File: src/rtl/async_fifo_wr_arbiter.sv
// Round-robin, burst-locking arbiter sharing the async FIFO write port; one IDLE bubble per grant.
// req_ready/winc are combinational from the registered grant and wfull; wfull stalls the holder without ending its burst.
module async_fifo_wr_arbiter #(
  parameter int NUM_REQ    = 4,
  parameter int DATA_WIDTH = 8,
  parameter int BURST_LEN  = 4
) (
  input  logic                            wclk,
  input  logic                            wrst,
  input  logic [NUM_REQ-1:0]              req_valid,
  input  logic [NUM_REQ*DATA_WIDTH-1:0]   req_data,
  output logic [NUM_REQ-1:0]              req_ready,
  output logic                            winc,
  output logic [DATA_WIDTH-1:0]           wdata,
  input  logic                            wfull,
  output logic                            grant_valid,
  output logic [$clog2(NUM_REQ)-1:0]      grant_id
);

  localparam int IW = $clog2(NUM_REQ);
  localparam int CW = $clog2(BURST_LEN + 1);

  typedef enum logic {IDLE, BUSY} state_t;

  state_t             state, state_nxt;
  logic [NUM_REQ-1:0] grant, grant_nxt;
  logic [CW-1:0]      beat_cnt, beat_cnt_nxt;
  logic [IW-1:0]      rr_ptr, rr_ptr_nxt;
  logic [IW-1:0]      g_idx, pick_idx, cand;
  logic               pick_vld, accept, last_beat;

  always_comb begin
    g_idx = '0;
    for (int i = 0; i < NUM_REQ; i++)
      if (grant[i]) g_idx = IW'(i);
  end

  // First valid requester strictly after the last holder, wrapping around.
  always_comb begin
    pick_idx = '0;
    pick_vld = 1'b0;
    cand     = '0;
    for (int k = 1; k <= NUM_REQ; k++) begin
      cand = IW'((int'(rr_ptr) + k) % NUM_REQ);
      if (!pick_vld && req_valid[cand]) begin
        pick_vld = 1'b1;
        pick_idx = cand;
      end
    end
  end

  assign accept    = (state == BUSY) && req_valid[g_idx] && !wfull;
  assign last_beat = (beat_cnt == CW'(BURST_LEN - 1));

  always_comb begin
    state_nxt    = state;
    grant_nxt    = grant;
    beat_cnt_nxt = beat_cnt;
    rr_ptr_nxt   = rr_ptr;
    req_ready    = '0;
    winc         = 1'b0;
    wdata        = '0;
    grant_valid  = 1'b0;
    grant_id     = '0;
    case (state)
      IDLE: begin
        if (pick_vld) begin
          grant_nxt    = NUM_REQ'(1) << pick_idx;
          beat_cnt_nxt = '0;
          state_nxt    = BUSY;
        end
      end
      BUSY: begin
        req_ready   = grant & {NUM_REQ{!wfull}};
        winc        = accept;
        wdata       = req_data[int'(g_idx)*DATA_WIDTH +: DATA_WIDTH];
        grant_valid = 1'b1;
        grant_id    = g_idx;
        // A dropped valid ends the burst even while wfull is stalling it.
        if (!req_valid[g_idx] || (accept && last_beat)) begin
          state_nxt    = IDLE;
          grant_nxt    = '0;
          beat_cnt_nxt = '0;
          rr_ptr_nxt   = g_idx;
        end else if (accept) begin
          beat_cnt_nxt = beat_cnt + CW'(1);
        end
      end
      default: state_nxt = IDLE;
    endcase
  end

  always_ff @(posedge wclk or posedge wrst) begin
    if (wrst) begin
      state    <= IDLE;
      grant    <= '0;
      beat_cnt <= '0;
      rr_ptr   <= IW'(NUM_REQ - 1);
    end else begin
      state    <= state_nxt;
      grant    <= grant_nxt;
      beat_cnt <= beat_cnt_nxt;
      rr_ptr   <= rr_ptr_nxt;
    end
  end

endmodule

File: config.mk
export PLATFORM = sky130hd
export DESIGN_NAME = async_fifo_wr_arbiter
export DESIGN_NICKNAME = d
export VERILOG_FILES = /design/src/rtl/async_fifo_wr_arbiter.sv
export SDC_FILE = /design/constraint.sdc
export NUM_CORES = 1
export LEC_CHECK = 0
export ABC_CLOCK_PERIOD_IN_PS = 1390
export BUFFER_PORTS_ARGS = -buffer_cell sky130_fd_sc_hd__buf_4
export CAP_MARGIN = 30
export CORE_MARGIN = 2
export CORE_UTILIZATION = 35
export DETAILED_ROUTE_END_ITERATION = 8
export PLACE_DENSITY = 0.68
export SLEW_MARGIN = 20
export SYNTH_ARGS = -nofsm -noshare
export SYNTH_HDL_FRONTEND = slang
export SYNTH_SLANG_ARGS = --single-unit
File: constraint.sdc
create_clock -name wclk -period 1.39 [get_ports wclk]
set_input_delay 0.278 -clock wclk [delete_from_list [all_inputs] [get_ports wclk]]
set_output_delay 0.278 -clock wclk [all_outputs]
set_load 0.01 [all_outputs]
==> Word-level counts from Yosys, hierarchy flattened <==
Index checks and enable logic that the tools add are counted.
{ "word_totals": {"ff_bits": 10, "output_inout_bits": 16, "wordCells": 73} }
{ "classes": {"addsub": 5, "order_cmp": 5, "n_eq_ne": 4, "shift": 2, "muxes": 36, "bitwise": 2, "n_reduce_logical": 15} }
{ "op_table": {"columns": ["cell", "n"], "rows": [
  ["$shiftx A32 B6 Y8", 1],
  ["$lt A2 B3 Y1 const B", 5],
  ["$mux W1", 14],
  ["$mux W2", 7],
  ["$mux W4", 3],
  ["$bmux W1 S2", 5],
  ["$mux W3", 3],
  ["$mux W8", 1],
  ["$pmux W4 S2", 1],
  ["$logic_and A1 B1 Y1", 6],
  ["$pmux W3 S2", 1],
  ["$reduce_and A2 Y1", 3],
  ["$logic_not A1 Y1", 5],
  ["$add A2 B1 Y2 const B", 2],
  ["$add A2 B2 Y2 const B", 2],
  ["$and A4 B4 Y4", 1],
  ["$shl A1 B2 Y4 const A", 1],
  ["$add A3 B1 Y3 const B", 1],
  ["$eq A3 B2 Y1 const B", 1],
  ["$ne A3 B1 Y1 const B", 1],
  ["$ne A2 B1 Y1 const B", 1],
  ["$ne A2 B2 Y1 const B", 1],
  ["$pmux W1 S2", 1],
  ["$logic_or A1 B1 Y1", 1],
  ["$not A1 Y1", 1]
]} }

==> Depth between registers and ports, before layout <==
Gate-level depths: netlist of run 1.
{ "logic_depth": {"word_depth": 16, "depth_mapped": 6} }

==> Worst setup path after synthesis of run 1 <==
No wires, ideal clock.
{ "synth_timing": {"path_type": "flip-flop to flip-flop", "from": "register grant[3]", "to": "register beat_cnt[1]", "setup_time_ns": 0.125, "arrival_time_ns": 1.419, "path_slack_ns": -0.154, "stages_incl_launch_ff": 5, "n_path_buf": 0, "synth_period_minus_slack_ns": 1.544, "path_cell_list": "dfrtp_1 > nor3b_1 > a221oi_4 > a31oi_4 > mux2_4"} }
{ "synth_via": {"elab_chain_cells": 9, "word_cells_on_any_way": 12, "cone_classes": "eq/ne (1); mux (5); reduce/logical (6)"} }
{ "synth_lines": {"columns": ["item", "line_no", "source"], "rows": [
  ["start: declaration", "26", "logic [NUM_REQ-1:0] grant, grant_nxt;"],
  ["start signal: assignment", "101", "grant <= grant_nxt;"],
  ["$mux W2 *", "35", "if (grant[i]) g_idx = IW'(i);"],
  ["$bmux W1 S2 *", "52, 80", null],
  ["$mux W1 (implied by the code) *", "52, 80", null],
  ["$logic_and A1 B1 Y1 (2 in a row)", "52", "assign accept = (state == BUSY) && req_valid[g_idx] && !wfull;"],
  ["$logic_and A1 B1 Y1", "80", "if (!req_valid[g_idx] || (accept && last_beat)) begin"],
  ["$logic_or A1 B1 Y1", "80", null],
  ["$mux W3 / $ne A3 B1 Y1 (equally long branches)", null, null],
  ["$pmux W3 S2 / $reduce_and A2 Y1 (equally long branches)", null, null],
  ["end signal: assignment", "102", "beat_cnt <= beat_cnt_nxt;"],
  ["end: declaration", "27", "logic [CW-1:0] beat_cnt, beat_cnt_nxt;"]
]} }
Every way passes the cells marked *; elsewhere a longest branch is shown, timed or not. The select of a mux whose other input is x is not followed.
A chain may end at the register's enable or synchronous reset.

==> Worst setup path after layout of run 1 <==
{ "layout_timing": {"from": "register grant[1]", "to": "output wdata[0]"} }
{ "layout_via": {"elab_chain_cells": 5} }
{ "layout_lines": {"columns": ["item", "line_no", "source"], "rows": [
  ["$mux W1", "35", null],
  ["$mux W2 (2 in a row)", "35", null],
  ["$shiftx A32 B6 Y8", "76", "wdata = req_data[int'(g_idx)*DATA_WIDTH +: DATA_WIDTH];"],
  ["$mux W8", "65", "case (state)"],
  ["end: declaration", "14", "output logic [DATA_WIDTH-1:0] wdata,"]
]} }
Every way passes these cells.

==> metrics.txt, run 1 <==
# TYPE chip_impl_metric gauge
chip_impl_info{name="outcome",value="finished with violations"} 1
chip_impl_info{name="violations",value="negative hold slack, negative setup slack"} 1
chip_impl_metric{name="syn-num-nets",unit=""} 153
chip_impl_metric{name="final_cells",unit=""} 217
chip_impl_metric{name="synth-async-reset-ratio",unit="%"} 100
chip_impl_metric{name="synth_seq_cells",unit=""} 10
chip_impl_info{name="rr_startpoint",value="grant[3]$_DFFE_PP0P_"} 1
chip_impl_info{name="mostFrequentLayoutCell",value="sky130_fd_sc_hd__buf_4"} 1
chip_impl_metric{name="syn_to_final_growth",unit="%"} 73.7
chip_impl_metric{name="dr_total_vias",unit=""} 1098
chip_impl_metric{name="start_util",unit="%"} 37.5
chip_impl_metric{name="grt_antenna_before_repair",unit=""} 0
chip_impl_metric{name="setup_violations",unit=""} 24
chip_impl_metric{name="timing.final.hold_violations",unit=""} 8
chip_impl_info{name="cts_tree",value="built"} 1
chip_impl_metric{name="seq_power_share",unit="%"} 20.2
chip_impl_metric{name="hold_slack",unit="ns"} -0.0107
chip_impl_metric{name="slew-limit-headroom",unit="%"} 72.0
chip_impl_metric{name="post_route_cells_drive_above_1_share",unit="%"} 50.8
chip_impl_metric{name="vdd_ir_drop_max",unit="mV"} 0.922
chip_impl_metric{name="placedCellCount",unit=""} 206
chip_impl_metric{name="critPathArrivalTime",unit="ns"} 1.48
chip_impl_metric{name="ant_nets",unit=""} 0
chip_impl_metric{name="synth_top_area_share",unit="%"} 22.2
chip_impl_info{name="min-delay-path-class",value="input port to async pin"} 1
chip_impl_metric{name="combPwrFrac",unit="%"} 69.2
chip_impl_metric{name="p_switching",unit="uW"} 1060
chip_impl_metric{name="maxClockFrequency",unit="MHz"} 568
chip_impl_metric{name="internal-power",unit="uW"} 1520
chip_impl_metric{name="maxCapViolCount",unit=""} 0
chip_impl_metric{name="fin_crit_sh",unit="%"} 127
chip_impl_metric{name="design.portCount",unit=""} 55
chip_impl_metric{name="dieArea",unit="um2"} 3140
chip_impl_metric{name="syn-cell-area",unit="um2"} 947
chip_impl_metric{name="postLayoutSetupSlackWorst",unit="ns"} -0.370
chip_impl_metric{name="dp_hpwl",unit="um"} 2300
chip_impl_metric{name="yosysWarnings",unit=""} 0
chip_impl_metric{name="clock_tree.buffer_depth",unit=""} 2
chip_impl_metric{name="largest_net_degree_at_the_start_of_global_routing",unit=""} 19
chip_impl_metric{name="n_fill_cell",unit=""} 217
chip_impl_metric{name="setup_slack_reg_to_reg",unit="ns"} -0.30
chip_impl_metric{name="final_estimated_routing_congestion_in_global_placement",unit=""} 0.816
chip_impl_metric{name="final_nets",unit=""} 229
chip_impl_metric{name="postPlaceCellArea",unit="um2"} 1490
chip_impl_metric{name="timing.reg2reg.worst_path_depth",unit=""} 6
chip_impl_metric{name="critPathRequiredTime",unit="ns"} 1.11
chip_impl_metric{name="postLayoutCellArea",unit="um2"} 1650
chip_impl_metric{name="max_slew.worst_pin.slew",unit="ns"} 0.420
chip_impl_metric{name="route.detailed.wl_per_inst",unit="um"} 14.6
chip_impl_info{name="post-synth-top-area-cell",value="sky130_fd_sc_hd__mux2i_1"} 1
chip_impl_metric{name="vias_per_cell",unit=""} 5.06
chip_impl_metric{name="placementRows",unit=""} 18
chip_impl_metric{name="post-route-min-period",unit="ns"} 1.76
chip_impl_info{name="setup.worst_path.start",value="grant[1]$_DFFE_PP0P_"} 1
chip_impl_info{name="yosys_most_used_dff",value="sky130_fd_sc_hd__dfrtp_1"} 1
chip_impl_metric{name="htree_levels",unit=""} 1
chip_impl_metric{name="path_max_fanout",unit=""} 6
chip_impl_metric{name="yosys.cell_types.count",unit=""} 29
chip_impl_metric{name="first_pass_iters",unit=""} 4
chip_impl_info{name="synth_top_cells_by_area",value="sky130_fd_sc_hd__mux2i_1, sky130_fd_sc_hd__dfrtp_1, sky130_fd_sc_hd__dfstp_2, sky130_fd_sc_hd__nor2_1, sky130_fd_sc_hd__o21ai_0"} 1
chip_impl_metric{name="floorplan.core_area",unit="um2"} 2520
chip_impl_info{name="setup.worst_path.start_class",value="flop"} 1
chip_impl_metric{name="power.switching_fraction",unit="%"} 41.1
chip_impl_metric{name="cts.clk_slew.worst_paths",unit="ns"} 0.08
chip_impl_info{name="worstSetupPathType",value="flop to primary output"} 1
chip_impl_metric{name="overflow",unit=""} 0
chip_impl_metric{name="final.setup_skew",unit="ns"} 0.00576
chip_impl_metric{name="wire_length_of_the_first_global_routing_pass",unit="um"} 4970
chip_impl_metric{name="first_iter_violations",unit=""} 15
chip_impl_info{name="root_buffer",value="sky130_fd_sc_hd__clkbuf_4"} 1
chip_impl_metric{name="num_antenna_cells",unit=""} 0
chip_impl_metric{name="cellPowerDensity",unit="nW/um2"} 1570
chip_impl_metric{name="worst_skew_pair.late_latency",unit="ns"} 0.27
chip_impl_metric{name="track_usage",unit="%"} 20.0
chip_impl_metric{name="io_buffer_count",unit=""} 54
chip_impl_metric{name="multiInputGateArea",unit="um2"} 676
chip_impl_metric{name="regArea",unit="um2"} 254
chip_impl_metric{name="clock_sinks",unit=""} 10
chip_impl_metric{name="power.share.clock",unit="%"} 10.6
chip_impl_metric{name="synth_enable_flop_cells",unit=""} 0
chip_impl_metric{name="residual_drc_count",unit=""} 0
chip_impl_metric{name="mapped_avg_cell_area",unit="um2"} 8.46
chip_impl_metric{name="die_h",unit="um"} 56.0
chip_impl_metric{name="numCtsBuffers",unit=""} 3
chip_impl_metric{name="drt-total-wl",unit="um"} 3170
chip_impl_metric{name="total_leakage_power",unit="uW"} 0.000800
chip_impl_metric{name="post_cts_hold_buffer_count",unit=""} 0
chip_impl_info{name="most-common-layout-cells",value="sky130_fd_sc_hd__buf_4, sky130_fd_sc_hd__mux2i_1, sky130_fd_sc_hd__nor2_1"} 1
chip_impl_metric{name="netlist_instances",unit=""} 112
chip_impl_metric{name="setup_total_negative_slack",unit="ns"} -6.46
chip_impl_metric{name="first_global_vias",unit=""} 1079
chip_impl_info{name="crit-reg2reg-capture",value="beat_cnt[1]$_DFFE_PP0P_"} 1
chip_impl_metric{name="max_slew_violation_total_from_the_final_report",unit=""} 0
chip_impl_info{name="unrepaired_setup_endpoints_after_global_routing",value="true"} 1
chip_impl_info{name="critPathCaptureType",value="primary output"} 1
chip_impl_metric{name="die_width",unit="um"} 56.0
chip_impl_metric{name="yosysSeqAreaShare",unit="%"} 26.7
-- cells in the mapped netlist, drive strengths merged (2+ instances only) --
cell / instances
a21o: 2
a21oi: 3
a221oi: 2
and2: 6
buf: 2
clkbuf: 3
dfrtp: 8
dfstp: 2
ha: 2
inv: 9
mux2i: 21
nand2: 8
nand2b: 4
nand3: 2
nor2: 14
o21ai: 9
o2bb2ai: 4
-- metal layers --
layer | GRT usage, % | vias to the layer above | share of wire, %
met5 | 0 | - | 0
met4 | 6.80 | 0 | 0.92
met3 | 5.58 | 4 | 7.7
met2 | 33.6 | 52 | 50
met1 | 24.5 | 492 | 41
li1 | - | 550 | -
-- what timing repair did --
item	CTS	global route
setup endpoints to repair	24	25
setup buffers	1	5
gates resized for setup	15	8
cloned	2	0
pin swaps	3	3
-- kinds of logic (layout without fill, tap and decap cells) --
| kind of cell | after synthesis | in the layout | share of synthesized area [%] |
|---|---|---|---|
| simple gates | 39 | 39 | 19.8 |
| flops | 10 | 10 | 26.7 |
| mux | 22 | 22 | 23.8 |
| fa+ha+maj | 2 | 2 | 2.64 |
| buf+inv | 14 | 89 | 5.81 |
| compound gates | 25 | 25 | 21.3 |
-- state kept, by name (all words and copies together) (netlist names) --
| register | count |
|---|---|
| rr_ptr | 2 |
| state | 1 |
| beat_cnt | 3 |
| grant | 4 |
-- through the flow --
stage	worst slack, ns	hold WS, ns	power [uW]	util, %
6_report	-0.370	-0.0107	2590	65.2
5_1_grt	-0.469	0.0340	2760	65.2
4_1_cts	-0.366	0.00829	2510	63.8
3_5_place_dp	-0.122	0.308	2070	59.1
3_3_place_gp	-0.0776	0.283	2040	59.1
2_1_floorplan	-0.0991	0.117	1400	-
-- power groups by stage --
stage	registers, uW	clock network [uW]	logic, uW
floorplan	501	0	898
detailed placement	506	0	1570
finish	521	274	1790
CTS	521	279	1710
global route	535	287	1940
global placement	500	0	1540
-- worst max-delay path, stage by stage, from the launching register on --
cell                      delay, ns
sky130_fd_sc_hd__dfrtp_1       0.40
sky130_fd_sc_hd__buf_6         0.17
sky130_fd_sc_hd__mux2i_2       0.23
sky130_fd_sc_hd__o21ai_1       0.09
sky130_fd_sc_hd__mux2i_1       0.13
sky130_fd_sc_hd__nor2_1        0.06
sky130_fd_sc_hd__buf_4         0.14
-- layout make-up --
cell class / instances / area share (%)
clock buffer: 4 / 2.21
inverter: 9 / 2.05
multi-input combinational: 88 / 41.1
sequential: 10 / 15.4
tap: 30 / 2.28
timing repair buffer: 76 / 37.0
-- worst max path at each step --
stage | endpoint | slack, ns | cells past startpoint
floorplan | beat_cnt[1]$_DFFE_PP0P_ | -0.1 | 4
global placement | beat_cnt[1]$_DFFE_PP0P_ | -0.08 | 6
detailed placement | wdata[0] | -0.12 | 6
CTS | wdata[7] | -0.37 | 6
global route | wdata[7] | -0.47 | 6
finish | wdata[0] | -0.37 | 6
(Power assumes the default switching activity.)
==> inputs of run 2 (changes only) <==
--- a/config.mk
+++ b/config.mk
@@ -5,13 +5,13 @@
 export SDC_FILE = /design/constraint.sdc
 export NUM_CORES = 1
 export LEC_CHECK = 0
-export ABC_CLOCK_PERIOD_IN_PS = 1390
+export ABC_CLOCK_PERIOD_IN_PS = 2000
 export BUFFER_PORTS_ARGS = -buffer_cell sky130_fd_sc_hd__buf_4
 export CAP_MARGIN = 30
 export CORE_MARGIN = 2
 export CORE_UTILIZATION = 35
 export DETAILED_ROUTE_END_ITERATION = 8
-export PLACE_DENSITY = 0.68
+export PLACE_DENSITY = 0.65
 export SLEW_MARGIN = 20
 export SYNTH_ARGS = -nofsm -noshare
 export SYNTH_HDL_FRONTEND = slang
==> constraint.sdc (replaced) <==
create_clock -name wclk -period 2 [get_ports wclk]
set_input_delay 0.4 -clock wclk [delete_from_list [all_inputs] [get_ports wclk]]
set_output_delay 0.4 -clock wclk [all_outputs]
set_load 0.01 [all_outputs]
==> run 2 against run 1 <==
  * Clock-buffer cell count did not move
  * Setup slack gained 0.46 ns
  * Critical path depth did not move
  * The run now ends clean
  * Core utilization fell by 7.1 points
==> metrics.txt, run 2 (synthesis gave the netlist of run 1 again) <==
# TYPE chip_impl_metric gauge
chip_impl_info{name="outcome",value="completed"} 1
chip_impl_info{name="min-delay-path-class",value="input port to async pin"} 1
chip_impl_metric{name="floorplan.core_area",unit="um2"} 2520
chip_impl_metric{name="die_width",unit="um"} 56.0
chip_impl_metric{name="maxCapViolCount",unit=""} 0
chip_impl_metric{name="drt-total-wl",unit="um"} 2640
chip_impl_info{name="setup.worst_path.start",value="grant[1]$_DFFE_PP0P_"} 1
chip_impl_metric{name="clock_tree.buffer_depth",unit=""} 2
chip_impl_metric{name="vias_per_cell",unit=""} 4.94
chip_impl_metric{name="htree_levels",unit=""} 1
chip_impl_metric{name="critPathRequiredTime",unit="ns"} 1.60
chip_impl_metric{name="design.portCount",unit=""} 55
chip_impl_metric{name="largest_net_degree_at_the_start_of_global_routing",unit=""} 19
chip_impl_metric{name="ant_nets",unit=""} 0
chip_impl_metric{name="n_fill_cell",unit=""} 233
chip_impl_metric{name="vdd_ir_drop_max",unit="mV"} 0.721
chip_impl_metric{name="max_slew.worst_pin.slew",unit="ns"} 0.451
chip_impl_info{name="critPathCaptureType",value="primary output"} 1
chip_impl_metric{name="final.setup_skew",unit="ns"} 0.00149
chip_impl_metric{name="clock_sinks",unit=""} 10
chip_impl_metric{name="cellPowerDensity",unit="nW/um2"} 1070
chip_impl_info{name="mostFrequentLayoutCell",value="sky130_fd_sc_hd__buf_4"} 1
chip_impl_metric{name="largest_reg_flops",unit=""} 4
chip_impl_metric{name="die_h",unit="um"} 56.0
chip_impl_metric{name="p_total",unit="uW"} 1570
chip_impl_metric{name="overflow",unit=""} 0
chip_impl_metric{name="first_iter_violations",unit=""} 11
chip_impl_metric{name="num_antenna_cells",unit=""} 0
chip_impl_metric{name="setup_slack_reg_to_reg",unit="ns"} 0.30
chip_impl_metric{name="setup_violations",unit=""} 0
chip_impl_metric{name="placedCellCount",unit=""} 196
chip_impl_metric{name="dr_total_vias",unit=""} 1003
chip_impl_metric{name="seq_power_share",unit="%"} 23.0
chip_impl_info{name="crit-reg2reg-capture",value="beat_cnt[1]$_DFFE_PP0P_"} 1
chip_impl_metric{name="path_max_fanout",unit=""} 5
chip_impl_metric{name="start_util",unit="%"} 37.5
chip_impl_info{name="registers.top_by_ff_count",value="grant"} 1
chip_impl_metric{name="gr-usage-met2",unit="%"} 29.1
chip_impl_metric{name="post_route_cells_drive_above_1_share",unit="%"} 41.0
chip_impl_metric{name="residual_drc_count",unit=""} 0
chip_impl_info{name="root_buffer",value="sky130_fd_sc_hd__clkbuf_4"} 1
chip_impl_metric{name="placementRows",unit=""} 18
chip_impl_metric{name="io_buffer_count",unit=""} 54
chip_impl_info{name="worstSetupPathType",value="flop to primary output"} 1
chip_impl_info{name="unrepaired_setup_endpoints_after_global_routing",value="true"} 1
chip_impl_metric{name="p_switching",unit="uW"} 648
chip_impl_info{name="setup.worst_path.start_class",value="flop"} 1
chip_impl_metric{name="final_cells",unit=""} 203
chip_impl_metric{name="final_nets",unit=""} 215
chip_impl_metric{name="final_estimated_routing_congestion_in_global_placement",unit=""} 0.885
chip_impl_metric{name="grt_use_met1",unit="%"} 19.2
chip_impl_metric{name="first_pass_iters",unit=""} 4
chip_impl_metric{name="setup_total_negative_slack",unit="ns"} 0
chip_impl_metric{name="max_slew_violation_total_from_the_final_report",unit=""} 0
chip_impl_metric{name="critPathArrivalTime",unit="ns"} 1.51
chip_impl_metric{name="timing.reg2reg.worst_path_depth",unit=""} 6
chip_impl_metric{name="power.switching_fraction",unit="%"} 41.3
chip_impl_metric{name="internal-power",unit="uW"} 920
chip_impl_info{name="rr_startpoint",value="grant[3]$_DFFE_PP0P_"} 1
chip_impl_metric{name="numCtsBuffers",unit=""} 3
chip_impl_metric{name="worst_skew_pair.late_latency",unit="ns"} 0.26
chip_impl_metric{name="timing.final.hold_violations",unit=""} 0
chip_impl_metric{name="syn_to_final_growth",unit="%"} 54.8
chip_impl_metric{name="slew-limit-headroom",unit="%"} 69.7
chip_impl_info{name="biggestRegsByFlops",value="grant: 4 flops, beat_cnt: 3 flops, rr_ptr: 2 flops"} 1
chip_impl_metric{name="route.detailed.wl_per_inst",unit="um"} 13.0
chip_impl_metric{name="maxClockFrequency",unit="MHz"} 524
chip_impl_metric{name="grt_antenna_before_repair",unit=""} 0
chip_impl_metric{name="dp_hpwl",unit="um"} 2110
chip_impl_metric{name="combPwrFrac",unit="%"} 65.6
chip_impl_metric{name="cts.clk_slew.worst_paths",unit="ns"} 0.07
chip_impl_metric{name="fin_crit_sh",unit="%"} 95.3
chip_impl_metric{name="power.share.clock",unit="%"} 11.4
chip_impl_metric{name="dieArea",unit="um2"} 3140
chip_impl_info{name="most-common-layout-cells",value="sky130_fd_sc_hd__buf_4, sky130_fd_sc_hd__mux2i_1, sky130_fd_sc_hd__nor2_1"} 1
chip_impl_metric{name="wire_length_of_the_first_global_routing_pass",unit="um"} 4140
chip_impl_metric{name="post-route-min-period",unit="ns"} 1.91
chip_impl_metric{name="first_global_vias",unit=""} 984
chip_impl_metric{name="track_usage",unit="%"} 16.2
chip_impl_metric{name="use_met3",unit="%"} 3.02
chip_impl_info{name="busiest_layer",value="met2"} 1
chip_impl_metric{name="total_leakage_power",unit="uW"} 0.000715
chip_impl_info{name="cts_tree",value="built"} 1
[run 2: power by group through the flow]
stage,clock [uW],sequential (uW),combinational [uW]
2_1_floorplan,0,346,616
3_3_place_gp,0,359,991
3_5_place_dp,0,359,1010
4_1_cts,187,356,1010
5_1_grt,205,369,1130
6_report,179,360,1030
[run 2: how the worst max path moves through the flow]
stage / endpoint / slack, ns
after floorplan: winc / 0.43
after global placement: beat_cnt[1]$_DFFE_PP0P_ / 0.31
after detailed placement: beat_cnt[1]$_DFFE_PP0P_ / 0.27
after CTS: wdata[7] / 0.06
after global routing: wdata[1] / 0.009
final: wdata[6] / 0.09
[run 2: layer usage]
layer  vias up  part of all wire, %
li1        519                    -
met1       432                   41
met2        50                   50
met3         2                  7.9
met4         0                 0.87
met5         -                    0
[run 2: per-stage QoR]
step | setup slack (ns) | util [%] | instance area [um2] | hold WS, ns
floorplan | 0.429 | - | 947 | 0.239
global placement | 0.311 | 55.8 | 1410 | 0.408
detailed placement | 0.265 | 55.8 | 1410 | 0.414
CTS | 0.0577 | 57.2 | 1440 | 0.122
global route | 0.00895 | 58.1 | 1470 | 0.148
finish | 0.0934 | 58.1 | 1470 | 0.115
[run 2: area by class of cell]
cell class              count  area (um2)  share of cell area, %
clock buffers               4        36.3                   2.47
well taps                  30        37.5                   2.56
inverters                   9        33.8                   2.30
repair buffers             62         467                   31.8
flip-flops and latches     10         253                   17.2
multi-input cells          88         639                   43.6
[run 2: worst max-delay path: stages (launching register included)]
cell,delay [ns]
sky130_fd_sc_hd__dfrtp_1,0.42
sky130_fd_sc_hd__buf_2,0.22
sky130_fd_sc_hd__mux2i_1,0.19
sky130_fd_sc_hd__o21ai_0,0.08
sky130_fd_sc_hd__mux2i_1,0.14
sky130_fd_sc_hd__nor2_1,0.06
sky130_fd_sc_hd__buf_4,0.14
[run 2: timing repair]
action | CTS | global route
buffers inserted | 0 | 2
gates resized for setup | 0 | 2
hold buffers | 0 | 0
endpoints found under the setup margin | 0 | 3
